$ cat src/rtl/mode_key_ctrl.sv
// rtl/mode_key_ctrl.sv - debounced front-panel keys driving mode/LED select codes with auto-cycle
module mode_key_ctrl #(
    parameter int DEBOUNCE_CYCLES   = 1_000_000,
    parameter int LONG_PRESS_CYCLES = 50_000_000,
    parameter int AUTO_PERIOD       = 250_000_000,
    parameter int MODE_COUNT        = 4,
    parameter int LED_COUNT         = 8
) (
    input  logic       clk,
    input  logic       rst_n,
    input  logic       key_mode_n,
    input  logic       key_led_n,
    output logic [3:0] mode_select,
    output logic [3:0] led_select,
    output logic       auto_en,
    output logic       mode_changed
);

    localparam int DB_W   = $clog2(DEBOUNCE_CYCLES + 1);
    localparam int HOLD_W = $clog2(LONG_PRESS_CYCLES);
    localparam int AUTO_W = $clog2(AUTO_PERIOD);

    // Counter value on the cycle that completes the required stable run.
    localparam logic [DB_W-1:0]   DB_LAST   = DB_W'(DEBOUNCE_CYCLES - 1);
    // Hold count one below the long-press value: the toggle cycle is the one
    // whose increment would reach LONG_PRESS_CYCLES-1.
    localparam logic [HOLD_W-1:0] HOLD_LONG = HOLD_W'(LONG_PRESS_CYCLES - 2);
    localparam logic [HOLD_W-1:0] HOLD_MAX  = HOLD_W'(LONG_PRESS_CYCLES - 1);
    localparam logic [AUTO_W-1:0] AUTO_LAST = AUTO_W'(AUTO_PERIOD - 1);
    localparam logic [3:0]        MODE_LAST = 4'(MODE_COUNT - 1);
    localparam logic [3:0]        LED_LAST  = 4'(LED_COUNT - 1);

    typedef enum logic [1:0] {
        M_IDLE  = 2'd0,
        M_PRESS = 2'd1,
        M_LONG  = 2'd2
    } mstate_t;

    // Index 0 is the mode key, index 1 is the LED key.
    logic [1:0]        r_sync1;
    logic [1:0]        r_sync2;
    logic [1:0]        r_db;
    logic [1:0]        r_db_prev;
    logic [DB_W-1:0]   r_db_cnt [2];

    mstate_t           r_state;
    mstate_t           w_state_next;
    logic [HOLD_W-1:0] r_hold;
    logic [HOLD_W-1:0] w_hold_next;
    logic              w_manual_adv;
    logic              w_toggle;

    logic [AUTO_W-1:0] r_auto_cnt;
    logic              r_auto_en;
    logic [3:0]        r_mode;
    logic [3:0]        r_led;
    logic              r_mode_changed;

    logic              w_mode_press;
    logic              w_mode_release;
    logic              w_led_press;
    logic              w_auto_tick;
    logic              w_advance;

    assign w_mode_press   = r_db_prev[0] & ~r_db[0];
    assign w_mode_release = ~r_db_prev[0] & r_db[0];
    assign w_led_press    = r_db_prev[1] & ~r_db[1];
    assign w_auto_tick    = r_auto_en && (r_auto_cnt == AUTO_LAST);
    assign w_advance      = w_manual_adv | w_auto_tick;

    assign mode_select  = r_mode;
    assign led_select   = r_led;
    assign auto_en      = r_auto_en;
    assign mode_changed = r_mode_changed;

    // Two-flop synchroniser for both raw keys; idle level is released (1).
    always_ff @(posedge clk or negedge rst_n) begin
        if (!rst_n) begin
            r_sync1 <= 2'b11;
            r_sync2 <= 2'b11;
        end else begin
            r_sync1 <= {key_led_n, key_mode_n};
            r_sync2 <= r_sync1;
        end
    end

    // Debounce: accept a new level only after an unbroken run of differing samples.
    always_ff @(posedge clk or negedge rst_n) begin
        if (!rst_n) begin
            r_db        <= 2'b11;
            r_db_prev   <= 2'b11;
            r_db_cnt[0] <= '0;
            r_db_cnt[1] <= '0;
        end else begin
            r_db_prev <= r_db;
            for (int k = 0; k < 2; k++) begin
                if (r_sync2[k] == r_db[k]) begin
                    r_db_cnt[k] <= '0;
                end else if (r_db_cnt[k] == DB_LAST) begin
                    r_db[k]     <= ~r_db[k];
                    r_db_cnt[k] <= '0;
                end else begin
                    r_db_cnt[k] <= r_db_cnt[k] + 1'b1;
                end
            end
        end
    end

    // LED index steps on each debounced press and wraps at the last valid code.
    always_ff @(posedge clk or negedge rst_n) begin
        if (!rst_n) begin
            r_led <= 4'd0;
        end else if (w_led_press) begin
            r_led <= (r_led == LED_LAST) ? 4'd0 : r_led + 4'd1;
        end
    end

    // Mode-key FSM state and hold-time register.
    always_ff @(posedge clk or negedge rst_n) begin
        if (!rst_n) begin
            r_state <= M_IDLE;
            r_hold  <= '0;
        end else begin
            r_state <= w_state_next;
            r_hold  <= w_hold_next;
        end
    end

    // Mode-key FSM: short press requests an advance, long press toggles auto mode.
    always_comb begin
        w_state_next = r_state;
        w_hold_next  = r_hold;
        w_manual_adv = 1'b0;
        w_toggle     = 1'b0;
        case (r_state)
            M_IDLE: begin
                if (w_mode_press) begin
                    w_hold_next  = '0;
                    w_state_next = M_PRESS;
                end
            end
            M_PRESS: begin
                if (r_hold != HOLD_MAX) begin
                    w_hold_next = r_hold + 1'b1;
                end
                if (w_mode_release) begin
                    w_manual_adv = 1'b1;
                    w_state_next = M_IDLE;
                end else if (r_hold == HOLD_LONG) begin
                    w_toggle     = 1'b1;
                    w_state_next = M_LONG;
                end
            end
            M_LONG: begin
                if (w_mode_release) begin
                    w_state_next = M_IDLE;
                end
            end
            default: begin
                w_state_next = M_IDLE;
            end
        endcase
    end

    // Auto-cycle enable and period counter; any advance or toggle restarts the period.
    always_ff @(posedge clk or negedge rst_n) begin
        if (!rst_n) begin
            r_auto_en  <= 1'b0;
            r_auto_cnt <= '0;
        end else begin
            if (w_toggle) begin
                r_auto_en <= ~r_auto_en;
            end
            if (w_toggle || w_advance || !r_auto_en) begin
                r_auto_cnt <= '0;
            end else begin
                r_auto_cnt <= r_auto_cnt + 1'b1;
            end
        end
    end

    // Mode code advances once per cycle at most, with a matching change pulse.
    always_ff @(posedge clk or negedge rst_n) begin
        if (!rst_n) begin
            r_mode         <= 4'd0;
            r_mode_changed <= 1'b0;
        end else begin
            r_mode_changed <= w_advance;
            if (w_advance) begin
                r_mode <= (r_mode == MODE_LAST) ? 4'd0 : r_mode + 4'd1;
            end
        end
    end

endmodule

$ cat config.mk
export PLATFORM = sky130hd
export DESIGN_NAME = mode_key_ctrl
export DESIGN_NICKNAME = d
export VERILOG_FILES = /design/src/rtl/mode_key_ctrl.sv
export SDC_FILE = /design/constraint.sdc
export NUM_CORES = 1
export LEC_CHECK = 0
export ABC_AREA = 1
export CORE_MARGIN = 10
export CORE_UTILIZATION = 44
export CTS_CLUSTER_SIZE = 28
export DETAILED_ROUTE_END_ITERATION = 8
export PLACE_DENSITY_LB_ADDON = 0.3
export SLEW_MARGIN = 10
export SYNTH_ARGS = -nofsm -noshare
export SYNTH_HDL_FRONTEND = slang
export SYNTH_SLANG_ARGS = --single-unit
$ cat constraint.sdc
create_clock -name clk -period 2.7 [get_ports clk]
set_input_delay 0.675 -clock clk [delete_from_list [all_inputs] [get_ports clk]]
set_output_delay 0.675 -clock clk [all_outputs]
set_load 0.01 [all_outputs]
---- Word level (Yosys, flattened, before mapping) ----
Cells that the tools add are included.
word-level totals
  input port bits ......................... 4
  logic and storage cells ................. 75
  register bits after elaboration ......... 114
operators by class
  mux-type cells .......................... 20
  $add $sub $neg .......................... 6
  reductions and logical operators ........ 10
  bitwise gates (word level) .............. 10
  equal/unequal tests ..................... 15
operators with widths
  cell                                           number
  2-to-1 mux 20 bit                              4
  2-to-1 mux 26 bit                              2
  case mux 26 bit (2 select lines)               1
  adder 20 x 1 -> 20 bit, second input constant  2
  == test 20 bit, second input constant          2
  adder 28 x 1 -> 28 bit, second input constant  1
  == test 28 bit, second input constant          1
  2-to-1 mux 28 bit                              1
  adder 26 x 1 -> 26 bit, second input constant  1
  == test 26 bit, second input constant          1
  != test 26 bit, second input constant          1
  adder 4 x 1 -> 4 bit, second input constant    2
  2-to-1 mux 2 bit                               4
  2-to-1 mux 4 bit                               2
  != test 2 bit, second input constant           3
  inverter 1 bit                                 6
  case mux 2 bit (3 select lines)                1
  AND reduction 3 bit                            2
  2-to-1 mux 1 bit                               5
  == test 4 x 2 -> 1 bit, second input constant  1
  == test 4 x 3 -> 1 bit, second input constant  1
  AND reduction 2 bit                            2
  bitwise AND 1 bit                              3
  != test 3 bit, second input constant           1
  other kinds (9)                                11

---- Longest topological paths before layout ----
  depth in word-level cells ............... 8
  depth in mapped cells ................... 10
  depth with buffers taken out ............ 10

---- Worst setup path after synthesis ----
Ideal clock, no wire load.
  path type ............................... register to register
  start ................................... register r_auto_cnt[0]
  end ..................................... register r_auto_cnt[20]
  slack ................................... 1162 ps
  library setup time ...................... 120 ps
  required time ........................... 2580 ps
  stages on the path, launching flop included .. 10
  buffers on the path ..................... 1
  arrival time ............................ 1418 ps
  path through ............................ dfrtp_1 > ha_1 > nand3_2 > nor2_1 > nand3_1 > nor2_2 > nor2_4 > nand3_4 > buf_6 > nor2_1
on the way
  longest elaborated chain between the ends .. 6
  elaborated cells on any way between the ends .. 7
RTL lines
  what                                                                            RTL line  text
  start: declaration                                                              53        logic [AUTO_W-1:0] r_auto_cnt;
  start signal: assignment                                                        177       r_auto_cnt <= r_auto_cnt + 1'b1;
  parallel branches: the longest is 5 deep, another holds adder 28 x 1 -> 28 bit  n/a
  2-to-1 mux 28 bit *                                                             174       if (w_toggle || w_advance || !r_auto_en) begin
Mark *: on every way between the ends.
A chain may end at the register's enable or synchronous reset.

---- Final worst setup path ----
  start ................................... register r_auto_en (netlist: auto_en)
  end ..................................... output auto_en
RTL lines
  what                      RTL line  text
  start: declaration        54        logic r_auto_en;
  start signal: assignment  172       r_auto_en <= ~r_auto_en;
  end: declaration          15        output logic auto_en,
No word-level cell between the ends.

==> impl_results.md <==
* Initial antenna violation count at 0
* Via/cell ratio at 4.97
* Max Clock Freq at 0.478 GHz
* Drt wl/cell at 12.5 microns
* Final Net Count at 876
* HPWL Detailed at 9450 microns
* Finish-stage setup viols at 0
* Multiplexer share of the synthesized area at 0.00178
* Vias in the first global route at 5018
* Fin Hold WS at 0.163 ns
* Largest family of logic cells by synthesized area: simple AND/OR/NAND/NOR gates
* Crit path cell chain: clkdlybuf4s50_1
* Global-route wire length before repair at 23400 microns
* Residual DRC at 0
* Slew Limit Fails at 0
* Area leader, netlist: dfrtp_1
* Post-Syn Nets at 848
* Cells after Synth at 837
* P per Cell Area at 575 nW/um^2
* Synth top cells by count: 221 x nand2_1, 173 x nor2_1, 106 x dfrtp_1, 85 x inv_1, 56 x nand3_1
* Fill cell total of the finished layout at 1360
* Iteration-0 DRC Markers at 361
* Die X-Extent at 140 microns
* Hold Crit Class: input pin to asynchronous set/reset pin
* Normalized max-slew margin at 0.630
* Initial core utilization at 0.451
* Unrepaired setup endpoints after global routing: no
* Utilization after layout at 0.520
* Buffers & Inverters on Critical Path at 1
* Synth Area in Adders at 0.0139
* Static leakage at 3.05 nW
* Vias at 5261
* Actual slew at the worst max-slew pin at 0.553 ns
* Final Cell Area at 7270 sq um
* Outcome: complete, no violations
* Area contributors post-synth: dfrtp_1 42%, nand2_1 13%, nor2_1 10%
* Crit Path Max Fanout at 4
* PostCTS Resize Cnt at 0
* Gr usage total at 0.142
* VDD IR max at 0.482 mV
* Aggregate negative setup slack at 0 ns
* Post-Syn Area at 6310 sq um
* Post-synth EDFFs at 0
* Arr. time, crit path at 1.42 ns
* Largest net degree at the start of global routing at 54
* Syn. warnings at 0
* Post-route ant nets at 0
* Clk slew on worst S/H paths at 0.05 ns
* Share of layout cells above drive strength 1 at 0.0729
* Total wire length at 13200 microns
* Synth Area per Inst at 7.54 sq um
* H-tree levels at 4
* CTS Buf Count at 17
* Post-CTS Setup Bufs at 0
* Clock Skews at 0.00826 ns
* Crit. End Element: output port
* Total power at 4.18 mW
* PortBufs at 13
* WP depth at 1
* TritonRoute pass-1 iters at 5
* Maximum buffer depth of the clock tree at 2
* Netlist cell types at 33
* Main flop type after synthesis: dfrtp_1
* Max_cap viols at 0
* Fin crit share at 0.775
* Count of final hold-check violations at 0
* Height of the die at 140 microns
* Clock root buffer master: clkbuf_16
* Post-synthesis xor/xnor area fraction at 0.0846
* N_diodes at 0
* Crit-path max cell delay at 0.58 ns
* Area growth syn-to-layout at 15.1%
* Gpl congestion at 0.884
* Critical Path Slowest Stage Cell: clkdlybuf4s50_1
* Final WS setup at 0.608 ns
* Synth Area in Compound Gates at 0.0333
* Sequential area share after synthesis at 0.453
* Delay-heaviest family, CP: buffers and inverters
* FF-to-FF path depth at 8
* Pre-CTS worst setup slack at 0.858 ns
* Inst Count DP at 1026
* Required time of the critical path at 2.03 ns
* Crit Path Class: flop to output port
* Core area at 14000 sq um
* Synth async-reset ratio at 1.00
* Yosys reg bits at 114
* Simple-Gate Fraction of Synth Area at 0.352
* Synth top area share at 0.420
* CTS tree: done
* Worst Setup Start Kind: flop
* Rows at 43
* Clk_lat worst skew at 0.41 ns
* Period minus WS final at 2.09 ns
* IO Pins at 14
* Count leader, synth: nand2_1
* Clk sink count at 114
* Layout Cells excl Fill at 1058
* Cts hold-fix bufs at 0
* Die footprint at 19500 sq um
* Placed instance area at 6640 sq um
* Global route overflow at 0
## worst paths after layout
check,startpoint,to,slack (ns)
min,rst_n,r_db_cnt[36],0.16
max reg2reg,r_db_cnt[20],r_db_cnt[37],0.86
max in group asynchronous,rst_n,r_db[1],1.90
min in group clk,r_sync1[0],r_sync2[0],0.35
min reg2reg,r_sync1[0],r_sync2[0],0.35
max,auto_en,auto_en,0.61
## cell type report
class,count,area (sq um),share of cell area
Timing Repair Buffer,16,163,0.0224
Clock buffer,21,470,0.0647
Sequential cell,114,2860,0.394
Multi-Input combinational cell,630,3070,0.422
Clock inverter,11,158,0.0217
Inverter,86,323,0.0444
Tap cell,180,225,0.0310
## power by group
| part | internal [mW] | switching (mW) | total [mW] | leakage [nW] |
|---|---|---|---|---|
| registers | 1.72 | 0.00646 | 1.73 | 1.56 |
| clock network | 1.61 | 0.774 | 2.38 | 0.312 |
| logic | 0.0180 | 0.0515 | 0.0695 | 1.18 |
## registers in the layout, indices dropped and copies added, names as in the netlist
register and cells:
r_db_cnt 40, auto_en 1, r_hold 26, mode_select 4, r_state 2, r_auto_cnt 28
mode_changed 1, r_db_prev 2, r_db 2, r_sync1 2, led_select 4, r_sync2 2
## metal layers
metal / up-vias / share of wire / track usage
li1: 2690 / - / -
met1: 2443 / 0.47 / 0.179
met2: 101 / 0.47 / 0.228
met3: 27 / 0.037 / 0.0357
met4: 0 / 0.020 / 0.0549
met5: - / 0 / 0
## cells in the final DEF (no fill, tap or decap), types with 3 or more instances in the layout
master,count
clkbuf_16,17
a21oi_1,9
nor2_1,173
xnor2_1,18
o21ai_0,23
buf_4,3
nand3b_1,5
o21bai_1,3
clkinv_2,6
clkdlybuf4s50_1,12
nand4_1,20
ha_1,7
nand3_1,56
nor2_4,3
nor3_1,21
o21ai_1,4
nand2_1,221
nand2_2,3
dfrtp_1,106
nor2_2,8
dfstp_2,8
bufinv_16,4
inv_1,85
clkbuf_8,3
xor2_1,43
## kinds of logic after synthesis
family,after synthesis
flops,114
buf+inv,93
mux,1
simple gates,521
compound gates,40
xor+xnor,61
fa+ha+maj,7
Note: power is estimated with default switching activity, not from simulation.
